## config.mk

```make
export PLATFORM = sky130hd
export DESIGN_NAME = inta_sequencer
export DESIGN_NICKNAME = d
export VERILOG_FILES = /design/src/rtl/inta_sequencer.sv
export SDC_FILE = /design/constraint.sdc
export NUM_CORES = 1
export LEC_CHECK = 0
export BUFFER_PORTS_ARGS = -buffer_cell sky130_fd_sc_hd__buf_2
export CORE_ASPECT_RATIO = 1.25
export CORE_MARGIN = 1
export CORE_UTILIZATION = 50
export DETAILED_ROUTE_END_ITERATION = 7
export GPL_ROUTABILITY_DRIVEN = 0
export PLACE_DENSITY = 0.85
export SLEW_MARGIN = 20
export SYNTH_ARGS = -nofsm -noshare
export SYNTH_HDL_FRONTEND = slang
export SYNTH_SLANG_ARGS = --single-unit
```

## constraint.sdc

```tcl
create_clock -name CLK -period 1.96 [get_ports CLK]
set_input_delay 0.392 -clock CLK [delete_from_list [all_inputs] [get_ports CLK]]
set_output_delay 0.392 -clock CLK [all_outputs]
set_load 0.05 [all_outputs]
```

## src/rtl/inta_sequencer.sv

```systemverilog
// Interrupt-acknowledge sequencer: issues two INTA pulses under LOCK_N, then
// captures the interrupt vector and holds it until the consumer acknowledges.
module inta_sequencer #(
    parameter int unsigned PULSE_W = 2,
    parameter int unsigned GAP_W   = 2
) (
    input  logic       CLK,
    input  logic       RST_N,
    input  logic       INT,
    input  logic       IF_EN,
    input  logic [7:0] DATA_IN,
    input  logic       VECTOR_ACK,
    output logic       INTA,
    output logic       LOCK_N,
    output logic [7:0] VECTOR,
    output logic       VECTOR_VALID,
    output logic       BUSY
);

    typedef enum logic [2:0] {
        S_IDLE = 3'd0,
        S_P1   = 3'd1,
        S_GAP  = 3'd2,
        S_P2   = 3'd3,
        S_HOLD = 3'd4
    } state_t;

    // Counter is loaded with width-1 on entry so a phase lasts exactly its width.
    localparam logic [3:0] PULSE_RELOAD = 4'(PULSE_W - 1);
    localparam logic [3:0] GAP_RELOAD   = 4'(GAP_W - 1);

    state_t     state_q, state_d;
    logic [3:0] cnt_q, cnt_d;
    logic       inta_q, inta_d;
    logic       lock_n_q, lock_n_d;
    logic       busy_q, busy_d;
    logic       valid_q, valid_d;
    logic [7:0] vector_q, vector_d;

    always_ff @(posedge CLK or negedge RST_N) begin
        if (!RST_N) begin
            state_q  <= S_IDLE;
            cnt_q    <= '0;
            inta_q   <= 1'b1;
            lock_n_q <= 1'b1;
            busy_q   <= 1'b0;
            valid_q  <= 1'b0;
            vector_q <= '0;
        end else begin
            state_q  <= state_d;
            cnt_q    <= cnt_d;
            inta_q   <= inta_d;
            lock_n_q <= lock_n_d;
            busy_q   <= busy_d;
            valid_q  <= valid_d;
            vector_q <= vector_d;
        end
    end

    always_comb begin
        state_d  = state_q;
        cnt_d    = cnt_q;
        inta_d   = inta_q;
        lock_n_d = lock_n_q;
        busy_d   = busy_q;
        valid_d  = valid_q;
        vector_d = vector_q;

        case (state_q)
            S_IDLE: begin
                if (INT && IF_EN && !valid_q) begin
                    state_d  = S_P1;
                    cnt_d    = PULSE_RELOAD;
                    inta_d   = 1'b0;
                    lock_n_d = 1'b0;
                    busy_d   = 1'b1;
                end
            end
            S_P1: begin
                if (cnt_q == '0) begin
                    state_d = S_GAP;
                    cnt_d   = GAP_RELOAD;
                    inta_d  = 1'b1;
                end else begin
                    cnt_d = cnt_q - 4'd1;
                end
            end
            S_GAP: begin
                if (cnt_q == '0) begin
                    state_d = S_P2;
                    cnt_d   = PULSE_RELOAD;
                    inta_d  = 1'b0;
                end else begin
                    cnt_d = cnt_q - 4'd1;
                end
            end
            S_P2: begin
                if (cnt_q == '0) begin
                    state_d  = S_HOLD;
                    cnt_d    = '0;
                    inta_d   = 1'b1;
                    lock_n_d = 1'b1;
                    busy_d   = 1'b0;
                    valid_d  = 1'b1;
                    vector_d = DATA_IN;
                end else begin
                    cnt_d = cnt_q - 4'd1;
                end
            end
            S_HOLD: begin
                if (VECTOR_ACK) begin
                    state_d = S_IDLE;
                    valid_d = 1'b0;
                end
            end
            default: begin
                state_d  = S_IDLE;
                cnt_d    = '0;
                inta_d   = 1'b1;
                lock_n_d = 1'b1;
                busy_d   = 1'b0;
                valid_d  = 1'b0;
            end
        endcase
    end

    assign INTA         = inta_q;
    assign LOCK_N       = lock_n_q;
    assign BUSY         = busy_q;
    assign VECTOR_VALID = valid_q;
    assign VECTOR       = vector_q;

endmodule

```

* After elaboration in Yosys (flattened, before gate mapping)
Cells that the tools add are included.
Storage, ports and cells: output and inout bits 12, bits of input ports 13, flip-flop bits (word level) 19, word-level logic and storage cells 55
Operators by class: eq/ne operators 10, multiplexer cells 19, bitwise gates (word level) 3, reductions and logical operators 15, add/sub/neg operators 1
Operators with widths (count):
- $pmux W4 S4 | 1
- $mux W3 | 5
- $pmux W3 S5 | 1
- $mux W4 | 3
- $ne A2 B2 Y1 const B | 5
- $pmux W1 S3 | 3
- $eq A3 B2 Y1 const B | 2
- $reduce_and A3 Y1 | 2
- $reduce_or A3 Y1 | 2
- $mux W1 | 5
- $reduce_and A5 Y1 | 1
- $logic_not A4 Y1 | 1
- $pmux W1 S4 | 1
- $reduce_and A2 Y1 | 2
- $reduce_and A4 Y1 | 1
- $reduce_or A2 Y1 | 2
- $sub A4 B1 Y4 const B | 1
- $eq A3 B1 Y1 const B | 1
- $eq A3 B3 Y1 const B | 1
- $logic_not A3 Y1 | 1
- $not A1 Y1 | 3
- $logic_and A1 B1 Y1 | 2
- $ne A2 B1 Y1 const B | 1
- $logic_not A1 Y1 | 1

* Longest topological paths before layout
depth in word-level cells 4, mapped depth 6, mapped depth without buffers 5

* Worst setup path after synthesis
OpenSTA, ideal clock, no wires.
path kind register -> register, start point register cnt_q[0], end point register vector_q[0] (netlist: VECTOR[0]), required time 1.835 ns, period minus slack after synthesis 1.704 ns, stages on the path, launching flop included 7, slack 0.256 ns, arrival time 1.579 ns, cell sequence dfrtp_1 inv_1 ha_1 or3b_1 buf_2 nor2_8 mux2_2
On the way: longest elaborated chain between the ends 2
Ends and longest elaborated chain:
- start, declared | RTL line 33 | logic [3:0] cnt_q, cnt_d;
- start signal, assigned | RTL line 51 | cnt_q <= cnt_d;
- $logic_not A4 Y1 | RTL line 98 | if (cnt_q == '0) begin
- $reduce_and A2 Y1 (no line)
- end signal, assigned | RTL line 56 | vector_q <= vector_d;
- end, declared | RTL line 38 | logic [7:0] vector_q, vector_d;
No other way between the ends. A chain may end at the register's enable or synchronous reset.

* Worst setup path in the final report
start point register cnt_q[0], end point register vector_q[7] (netlist: VECTOR[7])
Same word-level chain as after synthesis.

==> flow_summary.yaml <==
grt:
  antenna_found_initial: 0
  grt_max_degree: 20
  overflow: 0
  grt_util_all_layers_pct: 22.3
  grt_pass1_vias: 751
  grt_pass1_wl_microns: 3130
clocking:
  cts.sinks: 19
  clk_latency_ns: 0.29
  hold_buffers: 0
  cts_root_buf: "clkbuf_4"
  tritoncts: "done"
  cts-buffers-inserted: 3
  cts_buffer_depth: 2
  path_clk_slew_ns: 0.10
  htreeDepth: 1
timing:
  setup_viol_count_final: 0
  setup-tns-final_ns: 0
  fmax_ghz: 0.555
  slew_violations: 0
  relSlewSlack_pct: 65.1
  fin_crit_ns: 1.80
  rsz0062_at_grt: "false"
  post-route-period-util_pct: 91.9
  clock_skew_ns: 0.00287
  hold_viol_final: 0
  tightest_slew_ns: 0.521
synthesis:
  synth_area_leaders: "dfrtp_1, mux2_2, dfstp_2"
  syn_inst: 75
  synthArstFlopShare_pct: 100
  avgSynthCellArea_sq_um: 12.0
  synth_warnings: 0
  synth_edf_count: 0
  yosys.area.top_type: "dfrtp_1"
  syn_area_sq_um: 902
  ys.flop_type: "dfrtp_1"
  ys_seq_elements: 19
  seq_area_frac_synth_pct: 53.0
  synth_top_area_share_pct: 47.2
  synth.distinct_cells: 36
  synth_nets: 90
cells_and_area:
  nets: 116
  final_common_cell: "buf_2"
  num_antenna_cells: 0
  layout_common_cells: "buf_2, dfrtp_1, mux2_2, nor2_1, inv_1"
  drive_above_1_share_pct: 43.0
  regArea_sq_um: 478
  syn2layout_area_growth_pct: 17.5
  multi_input_area_sq_um: 398
  num-fill-cells: 118
detailed_routing:
  drtAntennaViolNets: 0
  viasPerCell: 5.91
  m1WireLength_microns: 722
  vias: 697
  wl_per_cell_microns: 15.7
  drt_wl_total_microns: 1850
  drtIter0Drc: 15
  drc_errors: 0
  first_pass_iters: 4
  wl_met3_microns: 69
  dr_wl_met2_microns: 1050
  top_layer_used: "met4"
critical_path:
  worst_setup_path_end_kind: "register"
  worstPathArrival_ns: 1.98
  cp_num_buf_inv: 1
  startpoint_type: "register"
  crit_path_max_incr_delay_ns: 0.45
  path_cells: "inv_1 -> ha_1 -> or3b_4 -> nor2_8 -> mux2_2"
  crit_slowest_cell: "or3b_4"
  worstSetupPathType: "reg2reg"
  regToRegStartpoint: "cnt_q[0]"
  required_ns: 2.14
  regToRegSetupSlack_ns: 0.16
  path_delay_family: "simple AND/OR/NAND/NOR gates"
  cp_max_fo: 9
  worstSetupStartpoint: "cnt_q[0]"
place:
  io_buffer_count: 24
  hpwl_microns: 1390
hold_path:
  holdCritPathClass: "in2async"
die:
  rows: 16
  initial_core_util_pct: 55.6
  die_h_microns: 49.5
  die_area_sq_um: 1980
  ioPinCount: 25
  core_area_sq_um: 1620
  die-width_microns: 40.0
run:
  cap_violations: 0
run_status:
  outcome: "completed"
[logic make-up after synthesis]
kind of cell | count (synthesis) | synth area share, %
simple gates | 21 | 15.7
flops | 19 | 53.0
compound gates | 16 | 13.5
mux | 8 | 9.99
buf+inv | 7 | 3.19
xor+xnor | 2 | 1.94
fa+ha+maj | 2 | 2.77
[cells in the mapped netlist, types with 2 or more instances]
master and count:
nand2_1 2, dfrtp_1 17, nor3_1 2, dfstp_2 2, ha_1 2, nand3_1 2
inv_1 4, mux2_2 8, a21oi_1 2, o21ai_0 2, or4_1 2, nor2_1 5
buf_2 2
[final timing paths]
check / to / depth (start not counted)
max: VECTOR[7] / 5
min: cnt_q[1] / 1
max reg2reg: VECTOR[7] / 5
min reg2reg: LOCK_N / 2
max in group asynchronous: INTA / 1
min in group CLK: VECTOR[3] / 2
[routing by layer]
metal  global-route usage [%]  vias up
li1                         -      329
met1                     27.2      345
met2                     37.1       21
met4                     9.77        0
met5                        0        -
met3                     3.15        2
[stage by stage]
stage               util [%]  std cells  area (sq um)  hold slack (ns)  setup WS (ns)
floorplan                  -         75           902           0.0964          0.256
global placement        63.6        114          1030            0.345          0.170
detailed placement      63.6        114          1030            0.348         0.0939
CTS                     65.2        118          1060           0.0251         0.0693
global route            65.4        118          1060           0.0358         0.0733
finish                  65.4        118          1060           0.0123          0.160
[flip-flops by register name, summed over array words and instances (netlist names)]
name	count
BUSY	1
INTA	1
LOCK_N	1
VECTOR	8
VECTOR_VALID	1
cnt_q	4
state_q	3
[final cells by class]
cell class                 instances  share of cell area (%)
clock buffer                       4                    2.48
multi-input combinational         49                    37.5
sequential                        19                    45.1
tap                               18                    2.13
inverter                           4                    1.42
timing repair buffer              24                    11.3
[repair_timing]
action	in CTS	in global routing
buffers inserted	0	0
endpoints found under the setup margin	0	8
gates resized for setup	0	1
hold endpoints to repair	0	0
Power is left out: the tool's default activity adds up to more than one toggle a clock period on the data nets, which glitch-free logic cannot reach.
